## config.mk

```make
export PLATFORM = sky130hd
export DESIGN_NAME = kb_matrix_scan
export DESIGN_NICKNAME = d
export VERILOG_FILES = /design/src/rtl/kb_matrix_scan.sv
export SDC_FILE = /design/constraint.sdc
export NUM_CORES = 1
export LEC_CHECK = 0
export CELL_PAD_IN_SITES_DETAIL_PLACEMENT = 1
export CELL_PAD_IN_SITES_GLOBAL_PLACEMENT = 2
export CORE_UTILIZATION = 30
export DETAILED_ROUTE_END_ITERATION = 8
export PLACE_DENSITY_LB_ADDON = 0.2
export SYNTH_ARGS = -nofsm -noshare
export SYNTH_HDL_FRONTEND = slang
export SYNTH_SLANG_ARGS = --single-unit
```

## constraint.sdc

```tcl
create_clock -name clk -period 2.1 [get_ports clk]
set_input_delay 0.63 -clock clk [delete_from_list [all_inputs] [get_ports clk]]
set_output_delay 0.63 -clock clk [all_outputs]
set_load 0.01 [all_outputs]
```

## src/rtl/kb_matrix_scan.sv

```systemverilog
// Keyboard matrix scanner: drives one-hot column strobes and samples the row
// lines through a 2-flop synchronizer. A key must read the same value for
// DEBOUNCE_CNT samples before a press or a release is accepted. Each accepted
// press, and each release when REL_EVT=1, is offered to the consumer through a
// single-entry valid/ready event register.
//
// Ports:
//   clk, rst_n      clock, asynchronous active-low reset
//   k_row           raw row sense lines, active-high
//   k_col           one-hot column strobe
//   key_row/key_col position of the last accepted press
//   key_code        row*COLS+col of the buffered event
//   key_rel         buffered event is a release
//   key_valid       buffered event available; key_ready pops it
//   key_held        a debounced key is currently down
//   ovf             sticky: an event was dropped; ovf_clr clears it
module kb_matrix_scan #(
    parameter int unsigned ROWS         = 5,
    parameter int unsigned COLS         = 4,
    parameter int unsigned SCAN_DIV     = 4,
    parameter int unsigned DEBOUNCE_CNT = 8,
    parameter int unsigned REL_EVT      = 0,
    localparam int unsigned ROW_W  = (ROWS > 1) ? $clog2(ROWS) : 1,
    localparam int unsigned COL_W  = (COLS > 1) ? $clog2(COLS) : 1,
    localparam int unsigned CODE_W = (ROWS * COLS > 1) ? $clog2(ROWS * COLS) : 1
) (
    input  logic              clk,
    input  logic              rst_n,
    input  logic [ROWS-1:0]   k_row,
    output logic [COLS-1:0]   k_col,
    output logic [ROW_W-1:0]  key_row,
    output logic [COL_W-1:0]  key_col,
    output logic [CODE_W-1:0] key_code,
    output logic              key_rel,
    output logic              key_valid,
    input  logic              key_ready,
    output logic              key_held,
    output logic              ovf,
    input  logic              ovf_clr
);

    localparam int unsigned DW_W  = (SCAN_DIV > 1) ? $clog2(SCAN_DIV) : 1;
    localparam int unsigned CNT_W = $clog2(DEBOUNCE_CNT + 1);

    typedef enum logic [1:0] {
        ST_SCAN,
        ST_DEBOUNCE,
        ST_PRESSED
    } state_e;

    state_e              state_q, state_d;
    logic [ROWS-1:0]     rs_meta_q, rs_q;
    logic [COL_W-1:0]    col_q, col_d;
    logic [COLS-1:0]     k_col_q, k_col_d;
    logic [DW_W-1:0]     dwell_q, dwell_d;
    logic [CNT_W-1:0]    cnt_q, cnt_d;
    logic [ROW_W-1:0]    row_cap_q, row_cap_d;
    logic [ROW_W-1:0]    key_row_q, key_row_d;
    logic [COL_W-1:0]    key_col_q, key_col_d;
    logic                held_q, held_d;
    logic [CODE_W-1:0]   code_q, code_d;
    logic                rel_q, rel_d;
    logic                valid_q, valid_d;
    logic                ovf_q, ovf_d;

    logic [ROW_W-1:0]    row_pe_c;
    logic                rs_sel_c;
    logic [COL_W-1:0]    col_next_c;
    logic                push_c;
    logic                push_rel_c;
    logic [CODE_W-1:0]   push_code_c;

    // Row synchronizer
    always_ff @(posedge clk or negedge rst_n) begin
        if (!rst_n) begin
            rs_meta_q <= '0;
            rs_q      <= '0;
        end else begin
            rs_meta_q <= k_row;
            rs_q      <= rs_meta_q;
        end
    end

    // Lowest set row wins; the captured row's current level; next column
    always_comb begin
        row_pe_c = '0;
        for (int i = int'(ROWS) - 1; i >= 0; i--) begin
            if (rs_q[i]) row_pe_c = ROW_W'(i);
        end
        rs_sel_c = 1'b0;
        for (int i = 0; i < int'(ROWS); i++) begin
            if (ROW_W'(i) == row_cap_q) rs_sel_c = rs_q[i];
        end
        col_next_c  = (col_q == COL_W'(COLS - 1)) ? '0 : col_q + COL_W'(1);
        push_code_c = CODE_W'(32'(row_cap_q) * COLS + 32'(col_q));
    end

    // Scan / debounce FSM next state
    always_comb begin
        state_d    = state_q;
        col_d      = col_q;
        dwell_d    = dwell_q;
        cnt_d      = cnt_q;
        row_cap_d  = row_cap_q;
        key_row_d  = key_row_q;
        key_col_d  = key_col_q;
        held_d     = held_q;
        push_c     = 1'b0;
        push_rel_c = 1'b0;
        case (state_q)
            ST_SCAN: begin
                if (dwell_q == DW_W'(SCAN_DIV - 1)) begin
                    dwell_d = '0;
                    if (|rs_q) begin
                        row_cap_d = row_pe_c;
                        cnt_d     = '0;
                        state_d   = ST_DEBOUNCE;
                    end else begin
                        col_d = col_next_c;
                    end
                end else begin
                    dwell_d = dwell_q + DW_W'(1);
                end
            end
            ST_DEBOUNCE: begin
                if (rs_sel_c) begin
                    if (cnt_q == CNT_W'(DEBOUNCE_CNT - 1)) begin
                        key_row_d = row_cap_q;
                        key_col_d = col_q;
                        held_d    = 1'b1;
                        push_c    = 1'b1;
                        cnt_d     = '0;
                        state_d   = ST_PRESSED;
                    end else begin
                        cnt_d = cnt_q + CNT_W'(1);
                    end
                end else begin
                    col_d   = col_next_c;
                    dwell_d = '0;
                    state_d = ST_SCAN;
                end
            end
            ST_PRESSED: begin
                // Count consecutive low samples; any high restarts the count
                if (!rs_sel_c) begin
                    if (cnt_q == CNT_W'(DEBOUNCE_CNT - 1)) begin
                        held_d     = 1'b0;
                        push_c     = (REL_EVT != 0);
                        push_rel_c = 1'b1;
                        cnt_d      = '0;
                        col_d      = col_next_c;
                        dwell_d    = '0;
                        state_d    = ST_SCAN;
                    end else begin
                        cnt_d = cnt_q + CNT_W'(1);
                    end
                end else begin
                    cnt_d = '0;
                end
            end
            default: state_d = ST_SCAN;
        endcase
    end

    // Column strobe follows the next column index so it stays registered
    always_comb begin
        k_col_d = '0;
        for (int i = 0; i < int'(COLS); i++) begin
            k_col_d[i] = (COL_W'(i) == col_d);
        end
    end

    // Single-entry event register; a push into a full, unpopped entry is dropped
    always_comb begin
        code_d  = code_q;
        rel_d   = rel_q;
        valid_d = valid_q;
        ovf_d   = ovf_q;
        if (ovf_clr) ovf_d = 1'b0;
        if (valid_q && key_ready) valid_d = 1'b0;
        if (push_c) begin
            if (!valid_q || key_ready) begin
                code_d  = push_code_c;
                rel_d   = push_rel_c;
                valid_d = 1'b1;
            end else begin
                ovf_d = 1'b1;
            end
        end
    end

    always_ff @(posedge clk or negedge rst_n) begin
        if (!rst_n) begin
            state_q   <= ST_SCAN;
            col_q     <= '0;
            k_col_q   <= COLS'(1);
            dwell_q   <= '0;
            cnt_q     <= '0;
            row_cap_q <= '0;
            key_row_q <= '0;
            key_col_q <= '0;
            held_q    <= 1'b0;
            code_q    <= '0;
            rel_q     <= 1'b0;
            valid_q   <= 1'b0;
            ovf_q     <= 1'b0;
        end else begin
            state_q   <= state_d;
            col_q     <= col_d;
            k_col_q   <= k_col_d;
            dwell_q   <= dwell_d;
            cnt_q     <= cnt_d;
            row_cap_q <= row_cap_d;
            key_row_q <= key_row_d;
            key_col_q <= key_col_d;
            held_q    <= held_d;
            code_q    <= code_d;
            rel_q     <= rel_d;
            valid_q   <= valid_d;
            ovf_q     <= ovf_d;
        end
    end

    assign k_col     = k_col_q;
    assign key_row   = key_row_q;
    assign key_col   = key_col_q;
    assign key_code  = code_q;
    assign key_rel   = rel_q;
    assign key_valid = valid_q;
    assign key_held  = held_q;
    assign ovf       = ovf_q;

endmodule

```

==> impl_results.rst <==
.. list-table::
   :header-rows: 1

   * - Metric
     - Value
   * - Outcome
     - finished clean
   * - Slew at the pin closest to its max-slew limit
     - a little under 0.8 ns
   * - NumNets Final
     - between 200 and 250
   * - Routed via count
     - around 1500
   * - Worst setup path category
     - register to output port
   * - DRT Pass-1 Iters
     - 4
   * - Starting Density
     - 31.8%
   * - Cells after Synth
     - approximately 170
   * - Fraction of post-synthesis cell area in the top cell type by area
     - between 50 and 60%
   * - Power Total
     - 2.54 mW
   * - Antenna violations before repair
     - 0
   * - Worst max-slew margin expressed relative to the limit
     - 46.8%
   * - Cell total after placement
     - about 280
   * - GRT Resource Usage Total
     - ~16%
   * - Worst-case clock buffer depth
     - 2
   * - Core region area
     - a little over 6000 um2
   * - Crit end category
     - output port
   * - CP Launch Type
     - register
   * - Max Fclk
     - 507 MHz
   * - LEAKAGE
     - ~1.1 nW
   * - Clock slew at the register clock pins of the worst setup and hold paths
     - about 0.09 ns
   * - Share of synthesized flip-flops with an asynchronous set or reset
     - 100%
   * - Number of hold buffers added after CTS
     - 0
   * - IO Port Bufs
     - 26
   * - Highest ir drop seen on vdd
     - just over 0.0005 V
   * - Cells traversed along the worst timing path
     - clkdlybuf4s50_1
   * - Routed vias/inst
     - slightly above 5
   * - Count of state elements after synthesis
     - a little over 40
   * - Detailed placement HPWL
     - ~3500 um
   * - Required @ worst endpoint
     - around 1.5 ns
   * - Arrival time of the worst setup path
     - about 1.3 ns
   * - Worst Hold Class
     - register to register
   * - Standard-cell rows
     - 28
   * - Fraction of the cycle the final worst path needs
     - between 90% and 100%
   * - Library cell with the largest summed area after synthesis
     - sky130_fd_sc_hd__dfrtp_1
   * - Average wire per standard cell
     - 16.6 um
   * - Clock tree root driver cell
     - sky130_fd_sc_hd__clkbuf_8
   * - Wire length of the first global-routing pass
     - 8140 um
   * - Category of cells accounting for the largest share of critical-path delay
     - flip-flops
   * - Final worst setup slack
     - 0.127 ns
   * - Final Non-Filler Cells
     - 286
   * - Placer's final routability congestion estimate
     - between 0.7 and 0.8
   * - Number of max-cap violations
     - 0
   * - Most frequently used flop master after synthesis
     - sky130_fd_sc_hd__dfrtp_1
   * - Worst-case setup slack after placement
     - between 0.1 and 0.15 ns
   * - Final worst path period need
     - approximately 2.0 ns
   * - Post-route DRC violation count
     - 0
   * - Layout Skew
     - between 0.006 and 0.007 ns
   * - Final hold slack
     - between 0.3 and 0.4 ns
   * - Number of unique standard cell types used by synthesis
     - about 50
   * - CP Buf/Inv Count
     - 1
   * - Via count of the first global-routing pass
     - 1590
   * - Remaining number of nets flagged by the antenna check after routing
     - 0
   * - Area of the die
     - slightly below 7000 um2
   * - Total congestion overflow
     - 0
   * - Clock tree from TritonCTS
     - yes
   * - Slowest stage delay, CP
     - between 0.5 and 0.6 ns
   * - Cell with the biggest individual delay on the critical path
     - sky130_fd_sc_hd__dfstp_2
   * - # diodes
     - 0
   * - Aggregate negative setup slack
     - 0 ns
   * - Nets in the synthesized netlist
     - approximately 190
   * - Share of the yosys chip area belonging to registers
     - a little over half
   * - Number of clock sinks
     - 41
   * - Finish-stage setup viols
     - 0
   * - Final Slew Violations
     - 0
   * - Latest clock arrival within the worst-skew pair
     - roughly 0.3 ns
   * - Syn Std Cell Area
     - 1940 um2
   * - Total Wirelength
     - 4740 um
   * - Number of H-tree levels
     - 2
   * - Final Hold Fails
     - 0
   * - Inserted Clock Buffers
     - 5
   * - Proportion of layout cells with a drive suffix above 1
     - between 20% and 30%
   * - IO Count
     - 27
   * - Mapped Avg Cell Area
     - 11.3 um2
   * - Pin count of the biggest net entering global routing
     - 42
   * - DRC marker count from the first detailed-route iteration
     - 53
   * - Top cells by area, synth
     - sky130_fd_sc_hd__dfrtp_1, sky130_fd_sc_hd__mux2_2, sky130_fd_sc_hd__ha_1, sky130_fd_sc_hd__o21ai_0, sky130_fd_sc_hd__inv_1
   * - Worst-path maximum fanout
     - 1
   * - Total power per unit cell area
     - 1040 nW/um2
   * - Die X
     - between 80 and 90 um
   * - Synthesis warning total
     - 0
   * - RSZ-0062 raised after global routing
     - false
   * - Die Y
     - between 80 and 90 um
   * - Area Growth Syn to Fin
     - 25.7%
   * - Number of enable flip-flop cells after synthesis
     - 0
-- path summary, 6_finish.rpt --
check                      slack, ns  depth (start not counted)         start    endpoint
min                             0.35                          0  rs_meta_q[0]     rs_q[0]
max reg2reg                     0.16                          5       rs_q[0]    k_col[2]
min in group asynchronous       0.38                          2         rst_n   key_valid
max in group asynchronous       1.33                          2         rst_n  state_q[1]
min reg2reg                     0.35                          0  rs_meta_q[0]     rs_q[0]
max                             0.13                          1      k_col[0]    k_col[0]
-- sequential cells by signal, indices dropped and copies added, names as in the netlist --
| register | count |
|---|---|
| key_code | 5 |
| rs_meta_q | 5 |
| rs_q | 5 |
| cnt_q | 4 |
| k_col | 4 |
| key_row | 3 |
| row_cap_q | 3 |
| col_q | 2 |
| dwell_q | 2 |
| key_col | 2 |
| state_q | 2 |
| key_held | 1 |
| key_rel | 1 |
| key_valid | 1 |
| ovf | 1 |
-- where the power goes --
part           leakage, nW  total [mW]  switching [mW]  internal, mW
Clock               0.0445       0.543           0.307         0.236
Combinational        0.483       0.950           0.542         0.408
Sequential           0.531        1.05           0.131         0.918
Total                 1.06        2.54           0.980          1.56
-- stage by stage --
| stage | util, % | area [um2] |
|---|---|---|
| finish | 40.0 | 2440 |
| global route | 40.0 | 2440 |
| CTS | 39.7 | 2420 |
| detailed placement | 38.2 | 2330 |
| global placement | 38.2 | 2330 |
| floorplan | - | 1940 |
-- layout make-up --
cell class | instances | area, um2
Multi-Input combinational cell | 114 | 852
Sequential cell | 41 | 1030
Clock inverter | 3 | 21.3
Clock buffer | 5 | 68.8
Fill cell | 690 | 3660
Timing Repair Buffer | 36 | 330
Inverter | 12 | 45.0
Tap cell | 75 | 93.8
-- routing by layer --
| layer | wire (um) | vias to the layer above | global-route usage (%) |
|---|---|---|---|
| met1 | 2120 | 753 | 20.0 |
| li1 | - | 700 | - |
| met2 | 2450 | 15 | 28.0 |
| met4 | 52 | 0 | 4.91 |
| met3 | 111 | 7 | 4.62 |
| met5 | 0 | - | 0 |
-- kinds of logic (layout without fill, tap and decap cells) --
group                    Yosys count  count (layout)  synth area share, %
multiplexers                      12              12                 6.83
buffers and inverters             17              56                 3.87
adder cells (fa/ha/maj)            7               7                 4.51
AND/OR/NAND/NOR                   48              48                 15.2
flip-flops                        41              41                 52.9
AO/OA/AOI/OAI                     47              47                 16.6
-- Yosys cell counts, types with 2 or more instances --
cell,n
sky130_fd_sc_hd__dfrtp_1,40
sky130_fd_sc_hd__a21oi_1,6
sky130_fd_sc_hd__mux2_2,10
sky130_fd_sc_hd__o21ai_0,13
sky130_fd_sc_hd__mux2i_1,2
sky130_fd_sc_hd__o211ai_1,2
sky130_fd_sc_hd__o31ai_1,3
sky130_fd_sc_hd__inv_1,12
sky130_fd_sc_hd__a2bb2oi_1,2
sky130_fd_sc_hd__ha_1,7
sky130_fd_sc_hd__a31oi_1,5
sky130_fd_sc_hd__nand3_1,4
sky130_fd_sc_hd__nor2_1,7
sky130_fd_sc_hd__nor2b_1,5
sky130_fd_sc_hd__o41ai_1,2
sky130_fd_sc_hd__nor3_1,3
sky130_fd_sc_hd__nand2_1,12
sky130_fd_sc_hd__a32oi_1,2
sky130_fd_sc_hd__clkbuf_1,3
-- cell usage in the layout, fill, tap and decap left out, types with 3 or more instances in the layout --
cell and count:
sky130_fd_sc_hd__a21oi_1 6, sky130_fd_sc_hd__a31oi_1 5, sky130_fd_sc_hd__buf_4 10, sky130_fd_sc_hd__clkbuf_8 5, sky130_fd_sc_hd__clkdlybuf4s50_1 25, sky130_fd_sc_hd__dfrtp_1 39, sky130_fd_sc_hd__ha_1 7, sky130_fd_sc_hd__inv_1 12
sky130_fd_sc_hd__mux2_2 10, sky130_fd_sc_hd__nand2_1 12, sky130_fd_sc_hd__nand3_1 4, sky130_fd_sc_hd__nor2_1 7, sky130_fd_sc_hd__nor2b_1 5, sky130_fd_sc_hd__nor3_1 3, sky130_fd_sc_hd__o21ai_0 13, sky130_fd_sc_hd__o31ai_1 3
-- repair_timing --
item	CTS	global route
endpoints found under the setup margin	0	6
resized for setup	0	3
setup buffers	0	1
Note: power is estimated with default switching activity, not from simulation.
